[src/rtl/tri_solve_block.sv]
// Triangular solver: forward substitution L*y = b using shared external multiplier and divider.
// Optional macro TRI_SOLVE_TRANSPOSE_EN adds the trans input for backward substitution on L^T.
module tri_solve_block #(
    parameter int N        = 6,
    parameter int W        = 36,
    parameter int MULT_LAT = 2,
    parameter int DIV_LAT  = 4
) (
    input  logic         clk,
    input  logic         rst,
    input  logic         en,
    input  logic         start,
`ifdef TRI_SOLVE_TRANSPOSE_EN
    input  logic         trans,
`endif
    input  logic         l_we,
    input  logic [2:0]   l_row,
    input  logic [2:0]   l_col,
    input  logic [W-1:0] l_data,
    input  logic         b_we,
    input  logic [2:0]   b_addr,
    input  logic [W-1:0] b_data,
    input  logic [2:0]   y_addr,
    output logic [W-1:0] y_data,
    output logic         busy,
    output logic         done,
    output logic         err,
    output logic [W-1:0] mult_dataa,
    output logic [W-1:0] mult_datab,
    input  logic [W-1:0] mult_result,
    output logic [W-1:0] div_dividend,
    output logic [W-1:0] div_divisor,
    input  logic [W-1:0] div_quotient
);

    localparam int CW = $clog2((MULT_LAT > DIV_LAT ? MULT_LAT : DIV_LAT) + 1);

    localparam logic [2:0] S_IDLE  = 3'd0;
    localparam logic [2:0] S_ROW   = 3'd1;
    localparam logic [2:0] S_MUL   = 3'd2;
    localparam logic [2:0] S_MWAIT = 3'd3;
    localparam logic [2:0] S_DIV   = 3'd4;
    localparam logic [2:0] S_DWAIT = 3'd5;
    localparam logic [2:0] S_WB    = 3'd6;
    localparam logic [2:0] S_FIN   = 3'd7;

    logic [2:0]    state_q, state_d;
    logic [2:0]    row_q, row_d;
    logic [2:0]    term_q, term_d;
    logic [CW-1:0] cnt_q, cnt_d;
    logic [W-1:0]  acc_q, acc_d;
    logic          err_q, err_d;
    logic          busy_q, done_q;
    logic [W-1:0]  y_data_q;
    logic          trans_q;
    logic          y_we;

    logic [W-1:0]  l_mem [N][N];
    logic [W-1:0]  b_mem [N];
    logic [W-1:0]  y_q   [N];

    logic [2:0]    row_i, col_i;
    logic [W-1:0]  coef, diag;
    logic          in_mul, in_div;

    // Step row_q always has row_q terms; transposed mode walks rows and columns from the bottom.
    assign row_i = trans_q ? 3'(N - 1) - row_q  : row_q;
    assign col_i = trans_q ? 3'(N - 1) - term_q : term_q;
    assign coef  = trans_q ? l_mem[col_i][row_i] : l_mem[row_i][col_i];
    assign diag  = l_mem[row_i][row_i];

    assign in_mul = (state_q == S_MUL) || (state_q == S_MWAIT);
    // The quotient is consumed in WB, so the divider operands stay up through it.
    assign in_div = (state_q == S_DIV) || (state_q == S_DWAIT) || (state_q == S_WB);

    assign mult_dataa   = in_mul ? coef        : '0;
    assign mult_datab   = in_mul ? y_q[col_i]  : '0;
    assign div_dividend = in_div ? acc_q       : '0;
    assign div_divisor  = in_div ? diag        : '0;

    assign y_data = y_data_q;
    assign busy   = busy_q;
    assign done   = done_q;
    assign err    = err_q;

    always_comb begin
        // NOTE: every signal assigned here gets a default first so no latch is inferred.
        state_d = state_q;
        row_d   = row_q;
        term_d  = term_q;
        cnt_d   = cnt_q;
        acc_d   = acc_q;
        err_d   = err_q;
        y_we    = 1'b0;
        case (state_q)
            S_IDLE: begin
                if (start) begin
                    state_d = S_ROW;
                    row_d   = '0;
                    err_d   = 1'b0;
                end
            end
            S_ROW: begin
                acc_d   = b_mem[row_i];
                term_d  = '0;
                state_d = (row_q != 3'd0) ? S_MUL : S_DIV;
            end
            S_MUL: begin
                state_d = S_MWAIT;
                cnt_d   = CW'(MULT_LAT - 1);
            end
            S_MWAIT: begin
                if (cnt_q == '0) begin
                    acc_d   = acc_q - mult_result;
                    term_d  = term_q + 3'd1;
                    state_d = ((term_q + 3'd1) < row_q) ? S_MUL : S_DIV;
                end else begin
                    cnt_d = cnt_q - CW'(1);
                end
            end
            S_DIV: begin
                if (diag == '0) err_d = 1'b1;
                if (DIV_LAT > 1) begin
                    state_d = S_DWAIT;
                    cnt_d   = CW'(DIV_LAT - 2);
                end else begin
                    state_d = S_WB;
                end
            end
            S_DWAIT: begin
                if (cnt_q == '0) state_d = S_WB;
                else             cnt_d   = cnt_q - CW'(1);
            end
            S_WB: begin
                y_we = 1'b1;
                if (row_q == 3'(N - 1)) begin
                    state_d = S_FIN;
                end else begin
                    row_d   = row_q + 3'd1;
                    state_d = S_ROW;
                end
            end
            default: state_d = S_IDLE;
        endcase
    end

    always_ff @(posedge clk) begin
        // NOTE: state registers use non-blocking assignments so every flop samples pre-edge values.
        if (rst) begin
            state_q  <= S_IDLE;
            row_q    <= '0;
            term_q   <= '0;
            cnt_q    <= '0;
            acc_q    <= '0;
            err_q    <= 1'b0;
            busy_q   <= 1'b0;
            done_q   <= 1'b0;
            y_data_q <= '0;
            for (int k = 0; k < N; k++) y_q[k] <= '0;
        end else if (en) begin
            state_q  <= state_d;
            row_q    <= row_d;
            term_q   <= term_d;
            cnt_q    <= cnt_d;
            acc_q    <= acc_d;
            err_q    <= err_d;
            busy_q   <= (state_d != S_IDLE);
            done_q   <= (state_d == S_FIN);
            if (y_we) y_q[row_i] <= div_quotient;
            y_data_q <= (int'(y_addr) < N) ? y_q[y_addr] : '0;
        end
    end

    // NOTE: coefficient and RHS storage is deliberately not reset so a reset keeps the loaded system.
    always_ff @(posedge clk) begin
        if (!rst && en && state_q == S_IDLE) begin
            if (l_we && int'(l_row) < N && int'(l_col) < N) l_mem[l_row][l_col] <= l_data;
            if (b_we && int'(b_addr) < N) b_mem[b_addr] <= b_data;
        end
    end

`ifdef TRI_SOLVE_TRANSPOSE_EN
    always_ff @(posedge clk) begin
        if (rst)                                     trans_q <= 1'b0;
        else if (en && state_q == S_IDLE && start)   trans_q <= trans;
    end
`else
    assign trans_q = 1'b0;
`endif

endmodule

[config.mk]
export PLATFORM = sky130hd
export DESIGN_NAME = tri_solve_block
export DESIGN_NICKNAME = d
export VERILOG_FILES = /design/src/rtl/tri_solve_block.sv
export SDC_FILE = /design/constraint.sdc
export NUM_CORES = 2
export LEC_CHECK = 0
export CORE_MARGIN = 2
export CORE_UTILIZATION = 30
export CTS_BUF_LIST = sky130_fd_sc_hd__clkbuf_8
export CTS_CLUSTER_DIAMETER = 200
export DETAILED_ROUTE_END_ITERATION = 8
export PLACE_DENSITY = 0.54
export SLEW_MARGIN = 40
export SYNTH_ARGS = -nofsm -noshare
export SYNTH_HDL_FRONTEND = slang
export SYNTH_SLANG_ARGS = --single-unit
[constraint.sdc]
create_clock -name clk -period 14.2 [get_ports clk]
set_input_delay 2.84 -clock clk [delete_from_list [all_inputs] [get_ports clk]]
set_output_delay 2.84 -clock clk [all_outputs]
set_load 0.02 [all_outputs]
Word level (Yosys, flattened, before mapping) --
Memory sizes are Yosys's and may differ from the RTL's. A register that Yosys moved wholly into a read port is not among the register bits. Index checks and enable logic that the tools add are counted.
Operators by class: add/sub/neg operators 4, order comparisons 9, eq/ne operators 13, muxes and demuxes 54, bitwise gates (word level) 3, reductions and logical operators 25
Operators with widths (number):
- $mux 36 | 12
- $bmux 36 s3 | 2
- $mux 216 | 1
- $demux 36 s3 | 1
- $pmux 36 s2 | 1
- $mux 3 | 17
- $logic_not 36->1 | 1
- $reduce_or 36->1 | 1
- $sub 36x36->36 | 1
- $pmux 3 s7 | 1
- $eq 3x3->1 const B | 5
- $mux 1 | 15
- $ge 4x4->1 const B | 3
- $lt 3x3->1 const B | 4
- $not 3->4 | 3
- $pmux 3 s2 | 2
- $pmux 3 s3 | 1
- $reduce_bool 3->1 | 3
- $reduce_and 4->1 | 2
- $add 3x1->3 const B | 2
- $eq 3x2->1 const B | 2
- $logic_and 1x1->1 | 6
- $logic_not 3->1 | 2
- $ne 2x2->1 const B | 3
- other kinds (11) | 17
Storage, ports and cells: bits in registers 87, memory bits (writable) 1728, bits of input ports 162, output and inout bits 183, word-level logic and storage cells 120, memories kept 3
Memory list:
- l_mem | words 6, width 216, rd ports 1, clocked after Yosys merged registers in 1, write ports 1, line 58 | logic [W-1:0] l_mem [N][N];
- b_mem | words 6, width 36, rd ports 1, clocked after Yosys merged registers in 1, write ports 1, line 59 | logic [W-1:0] b_mem [N];
- y_q | words 6, width 36, rd ports 2, clocked after Yosys merged registers in 1, write ports 6, line 60 | logic [W-1:0] y_q [N];

Longest topological paths before layout --
word-level depth 8, gate-level depth with buffers 15, mapped depth without buffers 13

Worst setup path before layout --
Ideal clock, no wire load.
path type input to register, start point input port en, end point memory b_mem[0][0] (enable), setup time 474 ps, data arrival time 5837 ps, data required time 13726 ps, slack 7889 ps, stages on the path 4, path buffers 0, cell sequence nor2b_1 -> and3_1 -> nand3b_1 -> nor3_1
Between the ends: longest elaborated chain between the ends 4
Ends and longest elaborated chain:
- start: declaration | line 11 | input logic en,
- $logic_and 1x1->1 (2 in series) | line 176 | if (!rst && en && state_q == S_IDLE) begin
- $mux 1 | line 176
- $mux 1 (implied by the code) | line 178 | if (b_we && int'(b_addr) < N) b_mem[b_addr] <= b_data;
- end: declaration | line 59
Every way passes these cells.

==> impl_metrics.ini <==
[power]
p_leak_nw = 30.74
clock_power_share_pct = 40.9
p_int_mw = 8.651
p_sw_share_pct = 22.76
p_switching_mw = 2.550
power_density_mw_per_mm2 = 115.9
pwr-share-comb_pct = 4.0
ir_drop_uv = 75.75
seqPwrFrac_pct = 55.1

[finish]
areaGrowthSynthToFinish_pct = 16.66
mostFrequentLayoutCells = edfxtp_1 (1800), nor2_1 (493), mux2i_1 (331)
drive_above_1_share_pct = 20.43
utilization_pct = 35.26
final_common_cell = edfxtp_1
multi_input_area_mm2 = 0.02532
layout.area.seq_mm2 = 0.05595
nets = 6016
nFillCells = 26220
post-route-cell-area_mm2 = 0.09664

[timing]
finalCritPeriodShare_pct = 62.03
max_freq_mhz = 113.5
relSlewSlack_pct = 38.45
rsz0062_at_grt = no
timing.setup.tns_ns = 0
tightest_slew_ns = 0.9233
slew_viol_final = 0
clock_skew_ns = 0.1367
fin_crit_ns = 8.808
setup-violations-final = 0
timing.final.hold_violations = 0

[placement]
dpl_cell_area_mm2 = 0.09080
post-dp-hpwl_um = 149600
gp_congestion = 0.8179
io_buffers = 344

[status]
status = finished clean

[logic_synthesis]
synth-edff-count = 1800
synth.distinct_cells = 81
synth_fp_nets = 5574
yosysSeqAreaShare_pct = 67.50
yosys_most_used_dff = edfxtp_1
synth.area.top_cells = edfxtp_1 (65%), mux4_2 (7.8%), mux2i_1 (4.0%)
syn_avg_cell_area_um2 = 15.44
ys_async_sr_fraction_pct = 0
synth_top_area_cell = edfxtp_1
yosysTopAreaCellShare_pct = 65.25
syn_inst = 5366
synth_area_mm2 = 0.08284
yosys_register_bits = 1893
yosys_warnings = 0

[grt]
antenna_found_initial = 37
grt_max_degree = 104
grt_pass1_wl_um = 381600
grt.total_usage_pct = 18.86
grt_overflow = 0
grt_pass1_vias = 50640

[critical_path]
worst_setup_path_end_kind = output pin
worstSetupPathType = flip-flop to output pin
crit_fanout = 97
worstPathRequired_ns = 11.36
cp-start-kind = flip-flop
arrival_ns = 5.97

[clock_tree]
cts_tree = yes
cts_buffer_depth = 4
postCtsHoldBufs = 0
clkTransAtPathRegs_ns = 0.06
cts_sinks = 1893
cts_root_buffer = clkbuf_8
post-cts-setup-buffers = 0
clock_latency_ns = 0.97
cts_resized = 0
cts_made_buffers = 315
h-tree-depth = 5

[routing]
dr.pass1.iters = 7
vias_per_cell = 5.268
initialDrtViolationCount = 6189
route.final.wire_length_um = 271200
vias = 51260
wire_per_inst_um = 27.86
ant_nets = 0
drc = 0

[worst_hold_path]
hold_class = flip-flop to flip-flop

[floorplan]
die_w_um = 529.5
ios = 345
core_area_mm2 = 0.2741
die_y_um = 529.5
start_util_pct = 30.22
rows = 192
dieArea_mm2 = 0.2803

[job]
cap_violations = 0
layer usage:
metal / global-route usage, % / vias to the layer above / part of all wire (%)
met5: 0 / - / 0.068
met4: 5.583 / 28 / 2.9
met3: 3.809 / 510 / 8.3
met2: 29.79 / 2377 / 46
met1: 26.09 / 26480 / 43
li1: - / 21860 / -
cell usage after synthesis, drive strengths merged (115+ instances only):
master  number
nor2b      115
mux2i      331
a211oi     129
o21ai      223
mux4       288
clkbuf     176
nor2       543
buf        182
nand2      287
edfxtp    1800
a21oi      206
mux2       295
critical path, cell delays in order, from the launching register on:
cell,delay (ns)
dfxtp_4,0.80
buf_12,0.46
buf_6,0.64
mux2_2,0.43
a221o_1,0.29
a2111oi_0,0.61
nor3_1,0.12
a21oi_1,0.64
nor2_1,0.27
clkdlybuf4s50_1,0.61
path summary, 6_finish.rpt:
check             slack [ns]  depth (start not counted)                   start                endpoint
setup / recovery        5.39                          9               flip-flop         div_divisor[30]
hold / removal          0.48                          2  y_data[6]$_SDFFE_PP0P_  y_data[6]$_SDFFE_PP0P_
setup reg to reg        8.96                         11               flip-flop        err$_SDFFE_PP0P_
hold reg to reg         0.48                          2  y_data[6]$_SDFFE_PP0P_  y_data[6]$_SDFFE_PP0P_
state kept, by name, summed over array words and instances (netlist names), 3 cells and up, named ones only:
register and cells:
col_i 3, b_mem 216, y_data 36, cnt_q 3, acc_q 36, y_q 288, l_mem 1296, state_q 3
row_i 3
power groups by stage:
stage | clock (mW) | sequential (mW) | combinational, mW
5_1_grt | 4.94 | 6.17 | 0.482
6_report | 4.58 | 6.17 | 0.448
2_1_floorplan | 0 | 6.29 | 0.206
3_3_place_gp | 0 | 6.29 | 0.445
4_1_cts | 4.69 | 6.17 | 0.450
3_5_place_dp | 0 | 6.29 | 0.447
logic make-up after synthesis:
family	share of synthesized area, %
flops	67.50
simple gates	5.886
compound gates	7.280
mux	15.86
buf+inv	2.572
fa+ha+maj	0.7039
xor+xnor	0.2009
cell type report:
type	count	share of cell area, %
sequential	1893	57.89
multi-input combinational	3016	26.20
timing repair buffer	483	4.781
tap	3686	4.772
clock buffer	329	4.685
clock inverter	219	1.256
inverter	99	0.3949
antenna	6	0.01554
per-stage QoR:
step,hold WS (ns),std cells,setup slack (ns),total power [mW]
2_1_floorplan,0.4579,5366,7.889,6.492
3_3_place_gp,0.4783,9165,5.918,6.734
3_5_place_dp,0.4768,9173,5.893,6.736
4_1_cts,0.4846,9721,4.812,11.31
5_1_grt,0.5035,9727,5.109,11.59
6_report,0.4846,9731,5.392,11.20
Note: power is estimated with default switching activity, not from simulation.
